### src/rtl/vscale_mem_arbiter_if.sv
// Request/response bundle between the fetch and data requesters, the arbiter,
// and the shared backing memory port.
interface vscale_mem_arbiter_if;
  logic        imem_en;
  logic [31:0] imem_addr;
  logic [31:0] imem_rdata;
  logic        imem_wait;
  logic        imem_badmem_e;

  logic        dmem_en;
  logic        dmem_wen;
  logic [2:0]  dmem_size;
  logic [31:0] dmem_addr;
  logic [31:0] dmem_wdata;
  logic [31:0] dmem_rdata;
  logic        dmem_wait;
  logic        dmem_badmem_e;

  logic        mem_req_valid;
  logic        mem_req_ready;
  logic [31:0] mem_addr;
  logic        mem_wen;
  logic [2:0]  mem_size;
  logic [31:0] mem_wdata;
  logic        mem_resp_valid;
  logic [31:0] mem_rdata;
  logic        mem_resp_err;

  // Arbiter view: serves both requesters and drives the backing port.
  modport slave (
    input  imem_en, imem_addr,
    output imem_rdata, imem_wait, imem_badmem_e,
    input  dmem_en, dmem_wen, dmem_size, dmem_addr, dmem_wdata,
    output dmem_rdata, dmem_wait, dmem_badmem_e,
    output mem_req_valid, mem_addr, mem_wen, mem_size, mem_wdata,
    input  mem_req_ready, mem_resp_valid, mem_rdata, mem_resp_err
  );

  // Environment view: requesters plus the memory model.
  modport master (
    output imem_en, imem_addr,
    input  imem_rdata, imem_wait, imem_badmem_e,
    output dmem_en, dmem_wen, dmem_size, dmem_addr, dmem_wdata,
    input  dmem_rdata, dmem_wait, dmem_badmem_e,
    input  mem_req_valid, mem_addr, mem_wen, mem_size, mem_wdata,
    output mem_req_ready, mem_resp_valid, mem_rdata, mem_resp_err
  );
endinterface

### src/rtl/vscale_mem_arbiter.sv
// Shares one memory port between fetch and data with one transaction in flight;
// data has priority, bounded by a streak limit so fetch cannot starve.
module vscale_mem_arbiter #(
  parameter int unsigned STREAK_MAX = 4
) (
  input  logic                    clk,
  input  logic                    reset,
  vscale_mem_arbiter_if.slave     bus
);

  typedef enum logic [1:0] {
    IDLE   = 2'd0,
    BUSY_I = 2'd1,
    BUSY_D = 2'd2
  } state_e;

  localparam logic [3:0] STREAK_LIM = 4'(STREAK_MAX);

  state_e     state_q, state_d;
  logic [3:0] streak_q, streak_d;
  logic       dmem_win, imem_win;
  logic       d_misal, i_misal;

  function automatic logic misaligned(input logic [1:0] size, input logic [1:0] addr_lo);
    case (size)
      2'd0:    return 1'b0;
      2'd1:    return addr_lo[0];
      2'd2:    return addr_lo != 2'b00;
      default: return 1'b1;
    endcase
  endfunction

  function automatic logic [3:0] streak_next(input logic dmem_won, input logic imem_req,
                                             input logic [3:0] cur);
    if (dmem_won && imem_req)
      return (cur == STREAK_LIM) ? cur : cur + 4'd1;
    else
      return 4'd0;
  endfunction

  assign dmem_win = bus.dmem_en && !(bus.imem_en && (streak_q == STREAK_LIM));
  assign imem_win = !dmem_win && bus.imem_en;
  assign d_misal  = misaligned(bus.dmem_size[1:0], bus.dmem_addr[1:0]);
  assign i_misal  = misaligned(2'd2, bus.imem_addr[1:0]);

  // Everything is gated by reset so a transaction cut short never completes.
  always_comb begin
    state_d           = state_q;
    streak_d          = streak_q;
    bus.mem_req_valid = 1'b0;
    bus.mem_addr      = '0;
    bus.mem_wen       = 1'b0;
    bus.mem_size      = '0;
    bus.mem_wdata     = '0;
    bus.imem_wait     = bus.imem_en;
    bus.imem_rdata    = '0;
    bus.imem_badmem_e = 1'b0;
    bus.dmem_wait     = bus.dmem_en;
    bus.dmem_rdata    = '0;
    bus.dmem_badmem_e = 1'b0;

    if (!reset) begin
      case (state_q)
        IDLE: begin
          if (dmem_win) begin
            if (d_misal) begin
              bus.dmem_wait     = 1'b0;
              bus.dmem_badmem_e = 1'b1;
              streak_d          = streak_next(1'b1, bus.imem_en, streak_q);
            end else begin
              bus.mem_req_valid = 1'b1;
              bus.mem_addr      = bus.dmem_addr;
              bus.mem_wen       = bus.dmem_wen;
              bus.mem_size      = bus.dmem_size;
              bus.mem_wdata     = bus.dmem_wdata;
              if (bus.mem_req_ready) begin
                state_d  = BUSY_D;
                streak_d = streak_next(1'b1, bus.imem_en, streak_q);
              end
            end
          end else if (imem_win) begin
            if (i_misal) begin
              bus.imem_wait     = 1'b0;
              bus.imem_badmem_e = 1'b1;
              streak_d          = streak_next(1'b0, bus.imem_en, streak_q);
            end else begin
              bus.mem_req_valid = 1'b1;
              bus.mem_addr      = bus.imem_addr;
              bus.mem_size      = 3'b010;
              if (bus.mem_req_ready) begin
                state_d  = BUSY_I;
                streak_d = streak_next(1'b0, bus.imem_en, streak_q);
              end
            end
          end
        end
        BUSY_I: begin
          if (bus.mem_resp_valid) begin
            bus.imem_wait     = 1'b0;
            bus.imem_rdata    = bus.mem_rdata;
            bus.imem_badmem_e = bus.mem_resp_err;
            state_d           = IDLE;
          end
        end
        BUSY_D: begin
          if (bus.mem_resp_valid) begin
            bus.dmem_wait     = 1'b0;
            bus.dmem_rdata    = bus.mem_rdata;
            bus.dmem_badmem_e = bus.mem_resp_err;
            state_d           = IDLE;
          end
        end
        default: state_d = IDLE;
      endcase
    end
  end

  always_ff @(posedge clk) begin
    if (reset) begin
      state_q  <= IDLE;
      streak_q <= 4'd0;
    end else begin
      state_q  <= state_d;
      streak_q <= streak_d;
    end
  end

endmodule

### src/flat_wrapper.sv
// flat-port wrapper written by rule: the top's interface ports become plain ports
module vscale_mem_arbiter_flat 
#(
  parameter int unsigned STREAK_MAX = 4
)
  (clk, reset, bus_imem_en, bus_imem_addr, bus_imem_rdata, bus_imem_wait, bus_imem_badmem_e, bus_dmem_en, bus_dmem_wen, bus_dmem_size, bus_dmem_addr, bus_dmem_wdata, bus_dmem_rdata, bus_dmem_wait, bus_dmem_badmem_e, bus_mem_req_valid, bus_mem_addr, bus_mem_wen, bus_mem_size, bus_mem_wdata, bus_mem_req_ready, bus_mem_resp_valid, bus_mem_rdata, bus_mem_resp_err);
  vscale_mem_arbiter_if bus_i ();
  input  logic clk;
  input  logic reset;
  input wire logic [$bits(bus_i.imem_en)-1:0] bus_imem_en;
  input wire logic [$bits(bus_i.imem_addr)-1:0] bus_imem_addr;
  output wire logic [$bits(bus_i.imem_rdata)-1:0] bus_imem_rdata;
  output wire logic [$bits(bus_i.imem_wait)-1:0] bus_imem_wait;
  output wire logic [$bits(bus_i.imem_badmem_e)-1:0] bus_imem_badmem_e;
  input wire logic [$bits(bus_i.dmem_en)-1:0] bus_dmem_en;
  input wire logic [$bits(bus_i.dmem_wen)-1:0] bus_dmem_wen;
  input wire logic [$bits(bus_i.dmem_size)-1:0] bus_dmem_size;
  input wire logic [$bits(bus_i.dmem_addr)-1:0] bus_dmem_addr;
  input wire logic [$bits(bus_i.dmem_wdata)-1:0] bus_dmem_wdata;
  output wire logic [$bits(bus_i.dmem_rdata)-1:0] bus_dmem_rdata;
  output wire logic [$bits(bus_i.dmem_wait)-1:0] bus_dmem_wait;
  output wire logic [$bits(bus_i.dmem_badmem_e)-1:0] bus_dmem_badmem_e;
  output wire logic [$bits(bus_i.mem_req_valid)-1:0] bus_mem_req_valid;
  output wire logic [$bits(bus_i.mem_addr)-1:0] bus_mem_addr;
  output wire logic [$bits(bus_i.mem_wen)-1:0] bus_mem_wen;
  output wire logic [$bits(bus_i.mem_size)-1:0] bus_mem_size;
  output wire logic [$bits(bus_i.mem_wdata)-1:0] bus_mem_wdata;
  input wire logic [$bits(bus_i.mem_req_ready)-1:0] bus_mem_req_ready;
  input wire logic [$bits(bus_i.mem_resp_valid)-1:0] bus_mem_resp_valid;
  input wire logic [$bits(bus_i.mem_rdata)-1:0] bus_mem_rdata;
  input wire logic [$bits(bus_i.mem_resp_err)-1:0] bus_mem_resp_err;
  assign bus_i.imem_en = bus_imem_en;
  assign bus_i.imem_addr = bus_imem_addr;
  assign bus_imem_rdata = bus_i.imem_rdata;
  assign bus_imem_wait = bus_i.imem_wait;
  assign bus_imem_badmem_e = bus_i.imem_badmem_e;
  assign bus_i.dmem_en = bus_dmem_en;
  assign bus_i.dmem_wen = bus_dmem_wen;
  assign bus_i.dmem_size = bus_dmem_size;
  assign bus_i.dmem_addr = bus_dmem_addr;
  assign bus_i.dmem_wdata = bus_dmem_wdata;
  assign bus_dmem_rdata = bus_i.dmem_rdata;
  assign bus_dmem_wait = bus_i.dmem_wait;
  assign bus_dmem_badmem_e = bus_i.dmem_badmem_e;
  assign bus_mem_req_valid = bus_i.mem_req_valid;
  assign bus_mem_addr = bus_i.mem_addr;
  assign bus_mem_wen = bus_i.mem_wen;
  assign bus_mem_size = bus_i.mem_size;
  assign bus_mem_wdata = bus_i.mem_wdata;
  assign bus_i.mem_req_ready = bus_mem_req_ready;
  assign bus_i.mem_resp_valid = bus_mem_resp_valid;
  assign bus_i.mem_rdata = bus_mem_rdata;
  assign bus_i.mem_resp_err = bus_mem_resp_err;
  vscale_mem_arbiter #(.STREAK_MAX(STREAK_MAX)) u_core (.clk(clk), .reset(reset), .bus(bus_i));
endmodule
### config.mk
export PLATFORM = sky130hd
export DESIGN_NAME = vscale_mem_arbiter_flat
export DESIGN_NICKNAME = d
export VERILOG_FILES = /design/src/rtl/vscale_mem_arbiter_if.sv /design/src/rtl/vscale_mem_arbiter.sv /design/src/flat_wrapper.sv
export SDC_FILE = /design/constraint.sdc
export NUM_CORES = 1
export LEC_CHECK = 0
export BUFFER_PORTS_ARGS = -buffer_cell sky130_fd_sc_hd__buf_2
export CAP_MARGIN = 30
export CORE_AREA = 2 2 106 108
export CTS_CLUSTER_DIAMETER = 30
export DETAILED_ROUTE_END_ITERATION = 8
export DIE_AREA = 0 0 108 110
export HOLD_SLACK_MARGIN = 0.15
export SLEW_MARGIN = 15
export SYNTH_ARGS = -nofsm -noshare
export SYNTH_HDL_FRONTEND = slang
export SYNTH_SLANG_ARGS = --single-unit
### constraint.sdc
create_clock -name clk -period 1.8 [get_ports clk]
set_input_delay 0.36 -clock clk [delete_from_list [all_inputs] [get_ports clk]]
set_output_delay 0.36 -clock clk [all_outputs]
set_load 0.05 [all_outputs]
==> results_tabular.tex, run 1 <==
\begin{tabular}{lr}
\hline
Metric & Value \\
\hline
\multicolumn{2}{l}{\textbf{Floorplanning}} \\
Core footprint & approximately 11000 um\^{}2 \\
Top-Level Pins & roughly 280 \\
Die H & 110 um \\
Site Rows & 38 \\
Die X-Extent & between 100 and 150 um \\
Initial Util & 15.88\% \\
Area of the die & 11880 um\^{}2 \\
\multicolumn{2}{l}{\textbf{Clocking}} \\
Max Buffers Root-to-Sink & 2 \\
Clock tree from TritonCTS & done \\
CTS buffer count & 3 \\
Hold buffer count at CTS & 0 \\
Total clock sinks & 6 \\
Clock-pin slew on the worst setup and hold paths & 0.04 ns \\
Clk root buf & sky130\_fd\_sc\_hd\_\_clkbuf\_8 \\
CTS HTree Levels & 1 \\
Clock insertion delay at the later pin of the skew report & 0.22 ns \\
\multicolumn{2}{l}{\textbf{Critical path}} \\
CP startpoint & u\_core.streak\_q[1] \\
Type of element launching the critical path & flop \\
Largest fanout of any net on the critical path & 8 \\
Crit path required time & approximately 1.4 ns \\
Data arrival time of the worst path & 1.98 ns \\
Worst r2r src & u\_core.state\_q[0] \\
Worst Reg-to-Reg Cells & 8 \\
Worst Setup End Kind & output pin \\
Path type of the worst setup path & reg -> out \\
\multicolumn{2}{l}{\textbf{Power and ir drop}} \\
Sw Ratio & a little under half \\
Peak supply drop & 0.3897 mV \\
Total net switching power & 0.8013 mW \\
Fraction of power consumed by the clock network & 11.9\% \\
Share of power burned in registers & 8.5\% \\
Logic gate share of total power & 79.6\% \\
Leak & 2.863 nW \\
Pint & 0.9026 mW \\
Total power per unit cell area & approximately 270 nW/um\^{}2 \\
\multicolumn{2}{l}{\textbf{Layout}} \\
Inserted Diodes & 0 \\
Fill cell count & 823 \\
Area delta synth->final & 270.8\% \\
Final-stage net count & 740 \\
Flip-flop and latch area & 125.1 um\^{}2 \\
Share of cells above drive strength 1 & 85.86\% \\
Final instance area & 6300 um\^{}2 \\
Multi-input gate area in the final layout & $\sim$2400 um\^{}2 \\
\multicolumn{2}{l}{\textbf{Drt}} \\
Average vias per placed instance & between 4 and 5 \\
Final routed wire length divided by cell count & 19.27 um \\
Via total after detailed routing & about 3400 \\
1st-pass router iterations & 4 \\
Antenna-violating nets left & 0 \\
Total Routed Length & 14150 um \\
Violation count after the first detailed-routing iteration & roughly 210 \\
Residual DRC & 0 \\
\multicolumn{2}{l}{\textbf{Logic synthesis}} \\
Post-synthesis sequential area ratio & 7.069\% \\
Avg Synthesized Cell Area & 6.224 um\^{}2 \\
Flop and latch count out of synthesis & 6 \\
Cells taking the most area after synthesis & sky130\_fd\_sc\_hd\_\_a22o\_2 (17\%), sky130\_fd\_sc\_hd\_\_nor2\_1 (15\%), sky130\_fd\_sc\_hd\_\_and2\_1 (13\%), sky130\_fd\_sc\_hd\_\_nand2\_1 (8.4\%), sky130\_fd\_sc\_hd\_\_dfxtp\_1 (7.1\%) \\
Post-synth design cell area & 1699 um\^{}2 \\
Area fraction of the dominant cell type after synthesis & 17.08\% \\
Prevailing post-synth register cell & sky130\_fd\_sc\_hd\_\_dfxtp\_1 \\
Mapped Cells & roughly 270 \\
Fraction of synthesis flops using an asynchronous set or reset pin & 0\% \\
Post-synth EDFFs & 0 \\
Syn Nets & approximately 420 \\
Synthesis warning total & 0 \\
Number of unique standard cell types used by synthesis & 42 \\
Largest area contributor in the synthesized netlist & sky130\_fd\_sc\_hd\_\_a22o\_2 \\
\multicolumn{2}{l}{\textbf{STA}} \\
Final period util & 129.9\% \\
Min Hold Slack & between 0.5 and 0.6 ns \\
RSZ-0062 raised after global routing & yes \\
Fmax & approximately 430 MHz \\
Post-Route Skew & approximately 0.00099 ns \\
Worst setup slack after layout & -0.5391 ns \\
Sum of negative setup slack & -32.76 ns \\
Final-report hold violation count & 0 \\
Number of max-slew violations in the final report & 0 \\
Final setup violation count & 99 \\
Clock period minus final worst setup slack & 2.339 ns \\
Actual transition at the worst max-transition pin & 0.4283 ns \\
Rel. slew slack & 71.14\% \\
\multicolumn{2}{l}{\textbf{GRT}} \\
Maximum number of pins on one net before global-route repair & 38 \\
Global routing usage summed across all routing layers & between 20 and 25\% \\
Final global-route overflow total & 0 \\
Initial antenna violation count & 0 \\
Global-route wire length before repair & 19310 um \\
Vias in the first global route & 3597 \\
\multicolumn{2}{l}{\textbf{Place}} \\
Placement-stage cell area & $\sim$4200 um\^{}2 \\
Quantity of I/O buffers inserted on ports & between 200 and 300 \\
Gp weighted congestion & 0.8746 \\
Detailed placement HPWL & 8633 um \\
\multicolumn{2}{l}{\textbf{Flow run}} \\
Maxcap violations & 0 \\
\multicolumn{2}{l}{\textbf{Worst hold path}} \\
Min-delay worst type & in -> reg \\
Critical hold path startpoint & bus\_mem\_req\_ready \\
Hold Path Depth & 3 \\
\multicolumn{2}{l}{\textbf{Status}} \\
Violations in the final reports & negative setup slack \\
Result of the run & finished, violations left \\
\hline
\end{tabular}
[layout by cell type (no fill, tap or decap), drive strengths merged, types with 2 or more instances in the layout]
cell	instances
nand2b	5
ha	5
dfxtp	6
buf	339
nor4b	3
nor3	3
clkbuf	5
o21ai	5
inv	6
mux2i	3
nand2	38
and2	36
o31a	2
nand3	7
nand4b	2
o21a	2
a31oi	2
a21oi	14
nor2	68
a22o	30
o211ai	2
[logic make-up after synthesis]
logic type | Yosys count | synth area share (%)
and+or+nand+nor | 168 | 49.19
AOI/OAI and AO/OA | 62 | 29.16
buffers and inverters | 29 | 9.131
DFF | 6 | 7.070
adders and majority gates | 5 | 3.682
muxes | 3 | 1.767
[sequential cells by signal (all words and copies together) (netlist names)]
name             count
u_core.streak_q      4
u_core.state_q       2
[path summary, 6_finish.rpt]
| check | to | slack, ns |
|---|---|---|
| max | bus_mem_addr[31] | -0.54 |
| min | u_core.streak_q[1] | 0.53 |
| max reg2reg | u_core.state_q[1] | 0.15 |
| min reg2reg | u_core.streak_q[1] | 0.59 |
[per-stage QoR]
step	instances	total power [mW]	util, %	setup WS (ns)
after CTS	732	1.627	54.94	-0.5560
after detailed placement	709	1.149	39.06	-0.3969
after floorplan	273	0.7630	-	-0.2803
final	734	1.704	58.89	-0.5391
after global routing	734	1.781	58.89	-0.6545
after global placement	709	1.136	39.06	-0.3859
[power groups by stage]
| stage | Clock, mW | Sequential, mW | Combinational [mW] |
|---|---|---|---|
| 3_3_place_gp | 0 | 0.145 | 0.990 |
| 3_5_place_dp | 0 | 0.145 | 1.00 |
| 2_1_floorplan | 0 | 0.146 | 0.617 |
| 4_1_cts | 0.210 | 0.144 | 1.27 |
| 6_report | 0.203 | 0.144 | 1.36 |
| 5_1_grt | 0.220 | 0.145 | 1.42 |
[worst max-delay path, stage by stage, from the launching register on]
cell and delay, ns:
sky130_fd_sc_hd__dfxtp_2 0.32, sky130_fd_sc_hd__inv_2 0.07, sky130_fd_sc_hd__ha_4 0.15, sky130_fd_sc_hd__nand4b_4 0.13
sky130_fd_sc_hd__and2_4 0.18, sky130_fd_sc_hd__nor4b_4 0.28, sky130_fd_sc_hd__buf_4 0.20, sky130_fd_sc_hd__buf_12 0.15
sky130_fd_sc_hd__a22o_4 0.13, sky130_fd_sc_hd__buf_8 0.14
[repair_timing]
action	4_1_cts	5_1_grt
endpoints found under the setup margin	137	138
buffers inserted	12	9
pin swaps	31	50
gates resized for setup	401	111
gates cloned	11	2
[Yosys cell counts, drive strengths merged (3+ instances only)]
master	n
ha	5
nand2b	5
nor4b	3
o21ai	5
inv	6
nand3	7
nor3	3
clkbuf	14
and2	36
a21oi	14
nor2	68
buf	9
a22o	30
dfxtp	6
nand2	38
mux2i	3
[area by class of cell]
cell class                      instances  share of cell area, %
Tap cell                              140                  2.781
Timing Repair Buffer                  341                  55.77
Inverter                                6                 0.3575
Multi-Input combinational cell        238                  38.45
Clock buffer                            3                 0.6554
Sequential cell                         6                  1.986
[per-layer routing]
metal	part of all wire [%]	routed length (um)	track usage [%]
met3	6.6	938	3.762
met2	54	7637	38.54
met4	3.6	510	5.861
met5	0	0	0
met1	36	5060	24.22
(Power assumes the default switching activity.)
==> run 2, diff against run 1 <==
==> constraint.sdc (replaced) <==
create_clock -name clk -period 1.8 [get_ports clk]
set_input_delay 0.09 -clock clk [delete_from_list [all_inputs] [get_ports clk]]
set_output_delay 0.09 -clock clk [all_outputs]
set_load 0.05 [all_outputs]
==> results_tabular.tex, run 2 (synthesis results as in run 1) <==
\begin{tabular}{lr}
\hline
Metric & Value \\
\hline
\multicolumn{2}{l}{\textbf{STA}} \\
Final-report hold violation count & 0 (unchanged) \\
Final period util & 111.6\% (was 129.9\%) \\
Rel. slew slack & 71.89\% (was 71.14\%) \\
Fmax & 497.6 MHz (was 427.5 MHz) \\
Final setup violation count & 67 (was 99) \\
Actual transition at the worst max-transition pin & 0.4173 ns (was 0.4283 ns) \\
Worst setup slack after layout & -0.2096 ns (was -0.5391 ns) \\
Clock period minus final worst setup slack & 2.010 ns (was 2.339 ns) \\
Number of max-slew violations in the final report & 0 (unchanged) \\
Sum of negative setup slack & -10.41 ns (was -32.76 ns) \\
Post-Route Skew & 0.0002112 ns (was 0.0009916 ns) \\
RSZ-0062 raised after global routing & yes (unchanged) \\
\multicolumn{2}{l}{\textbf{Power and ir drop}} \\
Total power per unit cell area & 312.6 nW/um\^{}2 (was 270.5 nW/um\^{}2) \\
Peak supply drop & 0.2043 mV (was 0.3897 mV) \\
Leak & 2.344 nW (was 2.863 nW) \\
Total power after layout & 1.373 mW (was 1.704 mW) \\
\multicolumn{2}{l}{\textbf{Drt}} \\
Average vias per placed instance & 4.350 (was 4.657) \\
1st-pass router iterations & 4 (unchanged) \\
Residual DRC & 0 (unchanged) \\
Total Routed Length & 11000 um (was 14150 um) \\
Via total after detailed routing & 3045 (was 3418) \\
Violation count after the first detailed-routing iteration & 199 (was 207) \\
Antenna-violating nets left & 0 (unchanged) \\
Final routed wire length divided by cell count & 15.71 um (was 19.27 um) \\
\multicolumn{2}{l}{\textbf{Status}} \\
Violations in the final reports & negative setup slack (unchanged) \\
Result of the run & finished, violations left (unchanged) \\
\multicolumn{2}{l}{\textbf{Place}} \\
Placement-stage cell area & 3480 um\^{}2 (was 4179 um\^{}2) \\
Quantity of I/O buffers inserted on ports & 275 (unchanged) \\
Placed cell count & 690 (was 709) \\
Gp weighted congestion & 0.8398 (was 0.8746) \\
Detailed placement HPWL & 8415 um (was 8633 um) \\
\multicolumn{2}{l}{\textbf{Layout}} \\
Registers with the most flip-flops & u\_core.streak\_q: 4 flops, u\_core.state\_q: 2 flops (unchanged) \\
Multi-input gate area in the final layout & 1700 um\^{}2 (was 2422 um\^{}2) \\
Commonest non-fill, non-tap cell in the layout & sky130\_fd\_sc\_hd\_\_buf\_2 (unchanged) \\
Top reg by flops & u\_core.streak\_q (unchanged) \\
Final instance area & 4390 um\^{}2 (was 6300 um\^{}2) \\
Fill cell count & 1099 (was 823) \\
Final-stage net count & 706 (was 740) \\
Area delta synth->final & 158.4\% (was 270.8\%) \\
Share of cells above drive strength 1 & 66.25\% (was 85.86\%) \\
Commonest cells after routing, fill and taps aside & sky130\_fd\_sc\_hd\_\_buf\_2 (192), sky130\_fd\_sc\_hd\_\_nor2\_1 (67), sky130\_fd\_sc\_hd\_\_buf\_6 (41) (was sky130\_fd\_sc\_hd\_\_buf\_2 (138), sky130\_fd\_sc\_hd\_\_buf\_8 (109), sky130\_fd\_sc\_hd\_\_nor2\_4 (65)) \\
Inserted Diodes & 0 (unchanged) \\
Flip-flop and latch area & 122.6 um\^{}2 (was 125.1 um\^{}2) \\
Fin cells & 700 (was 734) \\
Flip-flop count of the largest register after layout & 4 (unchanged) \\
\multicolumn{2}{l}{\textbf{Floorplanning}} \\
Top-Level Pins & 276 (unchanged) \\
Initial Util & 15.88\% (unchanged) \\
Area of the die & 11880 um\^{}2 (unchanged) \\
Site Rows & 38 (unchanged) \\
Core footprint & 10700 um\^{}2 (unchanged) \\
Die X-Extent & 108 um (unchanged) \\
Die H & 110 um (unchanged) \\
\multicolumn{2}{l}{\textbf{Critical path}} \\
Type of element launching the critical path & flop (unchanged) \\
Data arrival time of the worst path & 1.92 ns (was 1.98 ns) \\
Most common cell type on the critical path & sky130\_fd\_sc\_hd\_\_buf\_6 \\
Top cell family by delay on the critical path & buffers and inverters (was simple AND/OR/NAND/NOR gates) \\
Worst Setup End Kind & output pin (unchanged) \\
Path type of the worst setup path & reg -> out (unchanged) \\
Worst reg-to-reg setup slack & 0.15 ns (about the same) \\
Worst Reg-to-Reg Cells & 9 (was 8) \\
Slowest cell on crit path & sky130\_fd\_sc\_hd\_\_dfxtp\_2 (unchanged) \\
Delay contributed by the slowest stage of the critical path & 0.31 ns (was 0.32 ns) \\
R2R Path End & u\_core.streak\_q[1] (was u\_core.state\_q[1]) \\
List of cells traversed by the critical path & inv\_2 > ha\_4 > nand4b\_4 > and2\_4 > nor4b\_4 > buf\_6 > buf\_6 > a22o\_2 > buf\_6 (was inv\_2 > ha\_4 > nand4b\_4 > and2\_4 > nor4b\_4 > buf\_4 > buf\_12 > a22o\_4 > buf\_8) \\
Number of buffer and inverter instances along the worst setup path & 4 (unchanged) \\
Worst r2r src & u\_core.streak\_q[0] (was u\_core.state\_q[0]) \\
Largest fanout of any net on the critical path & 7 (was 8) \\
Crit path required time & 1.71 ns (was 1.44 ns) \\
\multicolumn{2}{l}{\textbf{Worst hold path}} \\
Min-delay worst type & in -> reg (unchanged) \\
Critical hold path startpoint & reset (was bus\_mem\_req\_ready) \\
Worst Hold Endpoint & u\_core.state\_q[0] (was u\_core.streak\_q[1]) \\
Hold Path Depth & 4 (was 3) \\
\multicolumn{2}{l}{\textbf{GRT}} \\
Global-route wire length before repair & 14950 um (was 19310 um) \\
Global routing usage summed across all routing layers & 15.70\% (was 20.71\%) \\
Maximum number of pins on one net before global-route repair & 41 (was 38) \\
Initial antenna violation count & 0 (unchanged) \\
Vias in the first global route & 2752 (was 3597) \\
Final global-route overflow total & 0 (unchanged) \\
\multicolumn{2}{l}{\textbf{Clocking}} \\
Clock-pin slew on the worst setup and hold paths & 0.03 ns (was 0.04 ns) \\
Max Buffers Root-to-Sink & 2 (unchanged) \\
CTS HTree Levels & 1 (unchanged) \\
Clock tree from TritonCTS & done (unchanged) \\
CTS buffer count & 3 (unchanged) \\
Hold buffer count at CTS & 0 (unchanged) \\
Clk root buf & sky130\_fd\_sc\_hd\_\_clkbuf\_8 (unchanged) \\
Clock insertion delay at the later pin of the skew report & 0.22 ns (about the same) \\
Total clock sinks & 6 (unchanged) \\
\multicolumn{2}{l}{\textbf{Flow run}} \\
Maxcap violations & 0 (unchanged) \\
\hline
\end{tabular}
[run 2: cell count changes in the layout (fill, tap and decap cells not counted), sizes merged]
| cell | previous run | this run |
|---|---|---|
| buf | 339 | 293 |
| clkbuf | 5 | 17 |
[run 2: layout make-up]
| type | count | area share (%) |
|---|---|---|
| clock buffer | 3 | 0.9404 |
| multi-input combinational | 238 | 38.73 |
| inverter | 6 | 0.5130 |
| sequential | 6 | 2.793 |
| timing repair buffer | 307 | 53.03 |
| tap | 140 | 3.990 |
[run 2: where the power goes]
group / internal (mW) / total [mW] / switching [mW]
sequential: 0.140 / 0.144 / 0.00366
clock: 0.143 / 0.193 / 0.0501
combinational: 0.441 / 1.04 / 0.595
[run 2: timing repair]
action | CTS | global route
endpoints found under the setup margin | 72 | 109
cloned | 0 | 3
pin swaps | 0 | 4
endpoints found under the hold margin | 0 | 0
setup buffers | 0 | 5
resized for setup | 139 | 74
[run 2: layer usage]
layer  GRT usage (%)  part of all wire, %  up-vias
met5               0                    0        -
met4           2.473                  1.2        0
met3           3.704                  8.6       10
met2           27.67                   52      148
met1           19.83                   38     1375
li1                -                    -     1512
[run 2: worst max path at each step]
stage / start / end / depth (start not counted)
after floorplan: u_core.streak_q[0] / bus_mem_size[0] / 6
after global placement: u_core.streak_q[1] / bus_mem_addr[21] / 8
after detailed placement: u_core.streak_q[1] / bus_mem_addr[16] / 8
after CTS: u_core.streak_q[0] / bus_mem_addr[28] / 8
after global routing: u_core.streak_q[1] / bus_mem_addr[31] / 9
final: u_core.streak_q[0] / bus_mem_addr[31] / 9
[run 2: per-stage QoR]
| step | hold slack (ns) | utilization (%) | setup slack [ns] |
|---|---|---|---|
| 2_1_floorplan | 0.2467 | - | -0.06541 |
| 3_3_place_gp | 0.4944 | 32.53 | 0.007119 |
| 3_5_place_dp | 0.4916 | 32.53 | -0.03262 |
| 4_1_cts | 0.2612 | 36.94 | -0.2007 |
| 5_1_grt | 0.2789 | 41.04 | -0.3066 |
| 6_report | 0.2676 | 41.04 | -0.2096 |
[run 2: tightest hold or removal path: stages]
cell and delay (ns):
sky130_fd_sc_hd__buf_2 0.17, sky130_fd_sc_hd__a21oi_1 0.06, sky130_fd_sc_hd__nand2_1 0.06, sky130_fd_sc_hd__o22ai_1 0.05
==> run 3, diff against run 2 <==
--- a/config.mk
+++ b/config.mk
@@ -11,6 +11,7 @@
 export CTS_CLUSTER_DIAMETER = 30
 export DETAILED_ROUTE_END_ITERATION = 8
 export DIE_AREA = 0 0 108 110
+export GPL_TIMING_DRIVEN = 0
 export HOLD_SLACK_MARGIN = 0.15
 export SLEW_MARGIN = 15
 export SYNTH_ARGS = -nofsm -noshare
==> results_tabular.tex, run 3 (synthesis results as in run 1) <==
\begin{tabular}{lr}
\hline
Metric & Value \\
\hline
\multicolumn{2}{l}{\textbf{Status}} \\
Result of the run & finished, violations left (unchanged) \\
Violations in the final reports & negative setup slack (unchanged) \\
\multicolumn{2}{l}{\textbf{Power and ir drop}} \\
Peak supply drop & 0.1947 mV (was 0.2043 mV) \\
Total power per unit cell area & 309.5 nW/um\^{}2 (was 312.6 nW/um\^{}2) \\
Leak & 2.452 nW (was 2.344 nW) \\
\multicolumn{2}{l}{\textbf{Clocking}} \\
Clock insertion delay at the later pin of the skew report & 0.21 ns (was 0.22 ns) \\
Clock tree from TritonCTS & done (unchanged) \\
Total clock sinks & 6 (unchanged) \\
CTS HTree Levels & 1 (unchanged) \\
Max Buffers Root-to-Sink & 2 (unchanged) \\
Clock-pin slew on the worst setup and hold paths & 0.03 ns (about the same) \\
CTS buffer count & 3 (unchanged) \\
Hold buffer count at CTS & 0 (unchanged) \\
Clk root buf & sky130\_fd\_sc\_hd\_\_clkbuf\_8 (unchanged) \\
\multicolumn{2}{l}{\textbf{STA}} \\
Final setup violation count & 70 (was 67) \\
Number of max-slew violations in the final report & 0 (unchanged) \\
Final period util & 112.4\% (was 111.6\%) \\
Clock period minus final worst setup slack & 2.023 ns (was 2.010 ns) \\
Fmax & 494.4 MHz (was 497.6 MHz) \\
Worst setup slack after layout & -0.2226 ns (was -0.2096 ns) \\
Post-Route Skew & 0.0004023 ns (was 0.0002112 ns) \\
Rel. slew slack & 61.84\% (was 71.89\%) \\
RSZ-0062 raised after global routing & yes (unchanged) \\
Actual transition at the worst max-transition pin & 0.5703 ns (was 0.4173 ns) \\
Final-report hold violation count & 0 (unchanged) \\
\multicolumn{2}{l}{\textbf{Drt}} \\
Via total after detailed routing & 3224 (was 3045) \\
1st-pass router iterations & 4 (unchanged) \\
Antenna-violating nets left & 0 (unchanged) \\
Average vias per placed instance & 4.534 (was 4.350) \\
Residual DRC & 0 (unchanged) \\
Final routed wire length divided by cell count & 16.84 um (was 15.71 um) \\
Total Routed Length & 11980 um (was 11000 um) \\
Violation count after the first detailed-routing iteration & 192 (was 199) \\
\multicolumn{2}{l}{\textbf{Floorplanning}} \\
Site Rows & 38 (unchanged) \\
Top-Level Pins & 276 (unchanged) \\
Die X-Extent & 108 um (unchanged) \\
Area of the die & 11880 um\^{}2 (unchanged) \\
Die H & 110 um (unchanged) \\
Core footprint & 10700 um\^{}2 (unchanged) \\
Initial Util & 15.88\% (unchanged) \\
\multicolumn{2}{l}{\textbf{Flow run}} \\
Maxcap violations & 0 (unchanged) \\
\multicolumn{2}{l}{\textbf{Place}} \\
Quantity of I/O buffers inserted on ports & 273 (was 275) \\
Post-placement setup slack & -0.3999 ns (was -0.03262 ns) \\
Detailed placement HPWL & 8312 um (was 8415 um) \\
Gp weighted congestion & 0.8100 (was 0.8398) \\
\multicolumn{2}{l}{\textbf{Worst hold path}} \\
Worst Hold Endpoint & u\_core.streak\_q[1] (was u\_core.state\_q[0]) \\
Min-delay worst type & in -> reg (unchanged) \\
Hold Path Depth & 3 (was 4) \\
Critical hold path startpoint & bus\_mem\_req\_ready (was reset) \\
\multicolumn{2}{l}{\textbf{Critical path}} \\
Crit path required time & 1.71 ns (about the same) \\
R2R Path End & u\_core.streak\_q[3] (was u\_core.streak\_q[1]) \\
Type of element launching the critical path & flop (unchanged) \\
Worst Reg-to-Reg Cells & 7 (was 9) \\
Largest fanout of any net on the critical path & 6 (was 7) \\
Worst reg-to-reg setup slack & 0.17 ns (was 0.15 ns) \\
Data arrival time of the worst path & 1.93 ns (was 1.92 ns) \\
Worst r2r src & u\_core.state\_q[0] (was u\_core.streak\_q[0]) \\
Path type of the worst setup path & reg -> out (unchanged) \\
Worst Setup End Kind & output pin (unchanged) \\
\multicolumn{2}{l}{\textbf{Layout}} \\
Commonest non-fill, non-tap cell in the layout & sky130\_fd\_sc\_hd\_\_buf\_2 (unchanged) \\
Top reg by flops & u\_core.streak\_q (unchanged) \\
Final-stage net count & 717 (was 706) \\
Core Util, Final & 43.85\% (was 41.04\%) \\
Area delta synth->final & 176.1\% (was 158.4\%) \\
Registers with the most flip-flops & u\_core.streak\_q: 4 flops, u\_core.state\_q: 2 flops (unchanged) \\
Inserted Diodes & 0 (unchanged) \\
Commonest cells after routing, fill and taps aside & sky130\_fd\_sc\_hd\_\_buf\_2 (197), sky130\_fd\_sc\_hd\_\_nor2\_1 (67), sky130\_fd\_sc\_hd\_\_buf\_8 (53) (was sky130\_fd\_sc\_hd\_\_buf\_2 (192), sky130\_fd\_sc\_hd\_\_nor2\_1 (67), sky130\_fd\_sc\_hd\_\_buf\_6 (41)) \\
Share of cells above drive strength 1 & 71.45\% (was 66.25\%) \\
Flip-flop count of the largest register after layout & 4 (unchanged) \\
Fill cell count & 1055 (was 1099) \\
\multicolumn{2}{l}{\textbf{GRT}} \\
Global-route wire length before repair & 16130 um (was 14950 um) \\
Maximum number of pins on one net before global-route repair & 11 (was 41) \\
Initial antenna violation count & 0 (unchanged) \\
Final global-route overflow total & 0 (unchanged) \\
Vias in the first global route & 3057 (was 2752) \\
Global routing usage summed across all routing layers & 17.16\% (was 15.70\%) \\
\hline
\end{tabular}
[run 3: report_power, final]
part	switching [mW]	internal [mW]	total (mW)	leakage, nW
Clock	0.0483	0.143	0.191	0.0216
Sequential	0.00501	0.140	0.145	0.0500
Combinational	0.623	0.493	1.12	2.38
[run 3: final cells by class]
type | instances | area (um^2) | area share (%)
timing repair buffer | 296 | 2336 | 49.80
multi-input combinational | 238 | 1785 | 38.06
buffer | 22 | 206.4 | 4.401
tap | 140 | 175.2 | 3.734
sequential | 6 | 123.9 | 2.641
clock buffer | 3 | 41.29 | 0.8802
inverter | 6 | 22.52 | 0.4801
[run 3: worst max-delay path, cell delays in order (launching register included)]
cell and delay [ns]:
sky130_fd_sc_hd__dfxtp_2 0.31, sky130_fd_sc_hd__inv_2 0.07, sky130_fd_sc_hd__ha_4 0.15, sky130_fd_sc_hd__nand4b_4 0.14, sky130_fd_sc_hd__and2_4 0.18, sky130_fd_sc_hd__nor4b_4 0.21
sky130_fd_sc_hd__buf_6 0.19, sky130_fd_sc_hd__clkbuf_16 0.16, sky130_fd_sc_hd__a22o_2 0.14, sky130_fd_sc_hd__buf_6 0.15
[run 3: worst max path at each step]
stage | start | to | slack [ns] | depth (start not counted)
detailed placement | u_core.state_q[0] | bus_mem_addr[12] | -0.40 | 9
finish | u_core.streak_q[0] | bus_mem_addr[10] | -0.22 | 9
global route | u_core.streak_q[1] | bus_mem_addr[10] | -0.29 | 9
global placement | u_core.state_q[0] | bus_mem_addr[11] | -0.38 | 9
floorplan | u_core.streak_q[0] | bus_mem_size[0] | -0.07 | 6
CTS | u_core.streak_q[0] | bus_mem_addr[2] | -0.23 | 9
[run 3: timing repair]
| action | 4_1_cts | 5_1_grt |
|---|---|---|
| gates cloned | 6 | 3 |
| pin swaps | 32 | 6 |
| setup endpoints to repair | 130 | 135 |
| hold endpoints to repair | 0 | 0 |
| resized for setup | 288 | 42 |
| buffers inserted | 11 | 3 |
[run 3: stage by stage]
stage          hold WS (ns)  cell area [um^2]  power (mW)  std cells  setup TNS [ns]
2_1_floorplan        0.2467              1754      0.6594        273        -0.07691
3_3_place_gp         0.4824              3296      0.9463        686          -19.00
3_5_place_dp         0.4810              3296      0.9473        686          -20.91
4_1_cts              0.2614              4479       1.391        706          -11.98
5_1_grt              0.3184              4691       1.528        711          -15.94
6_report             0.2891              4691       1.452        711          -9.807
[run 3: routing by layer]
| metal | vias to the layer above | wire length (um) | GRT usage (%) | part of all wire [%] |
|---|---|---|---|---|
| met2 | 185 | 6267 | 31.90 | 52 |
| met5 | - | 0 | 0 | 0 |
| met3 | 32 | 1074 | 3.821 | 9.0 |
| met4 | 0 | 405 | 5.769 | 3.4 |
| met1 | 1466 | 4226 | 19.34 | 35 |
| li1 | 1541 | - | - | - |
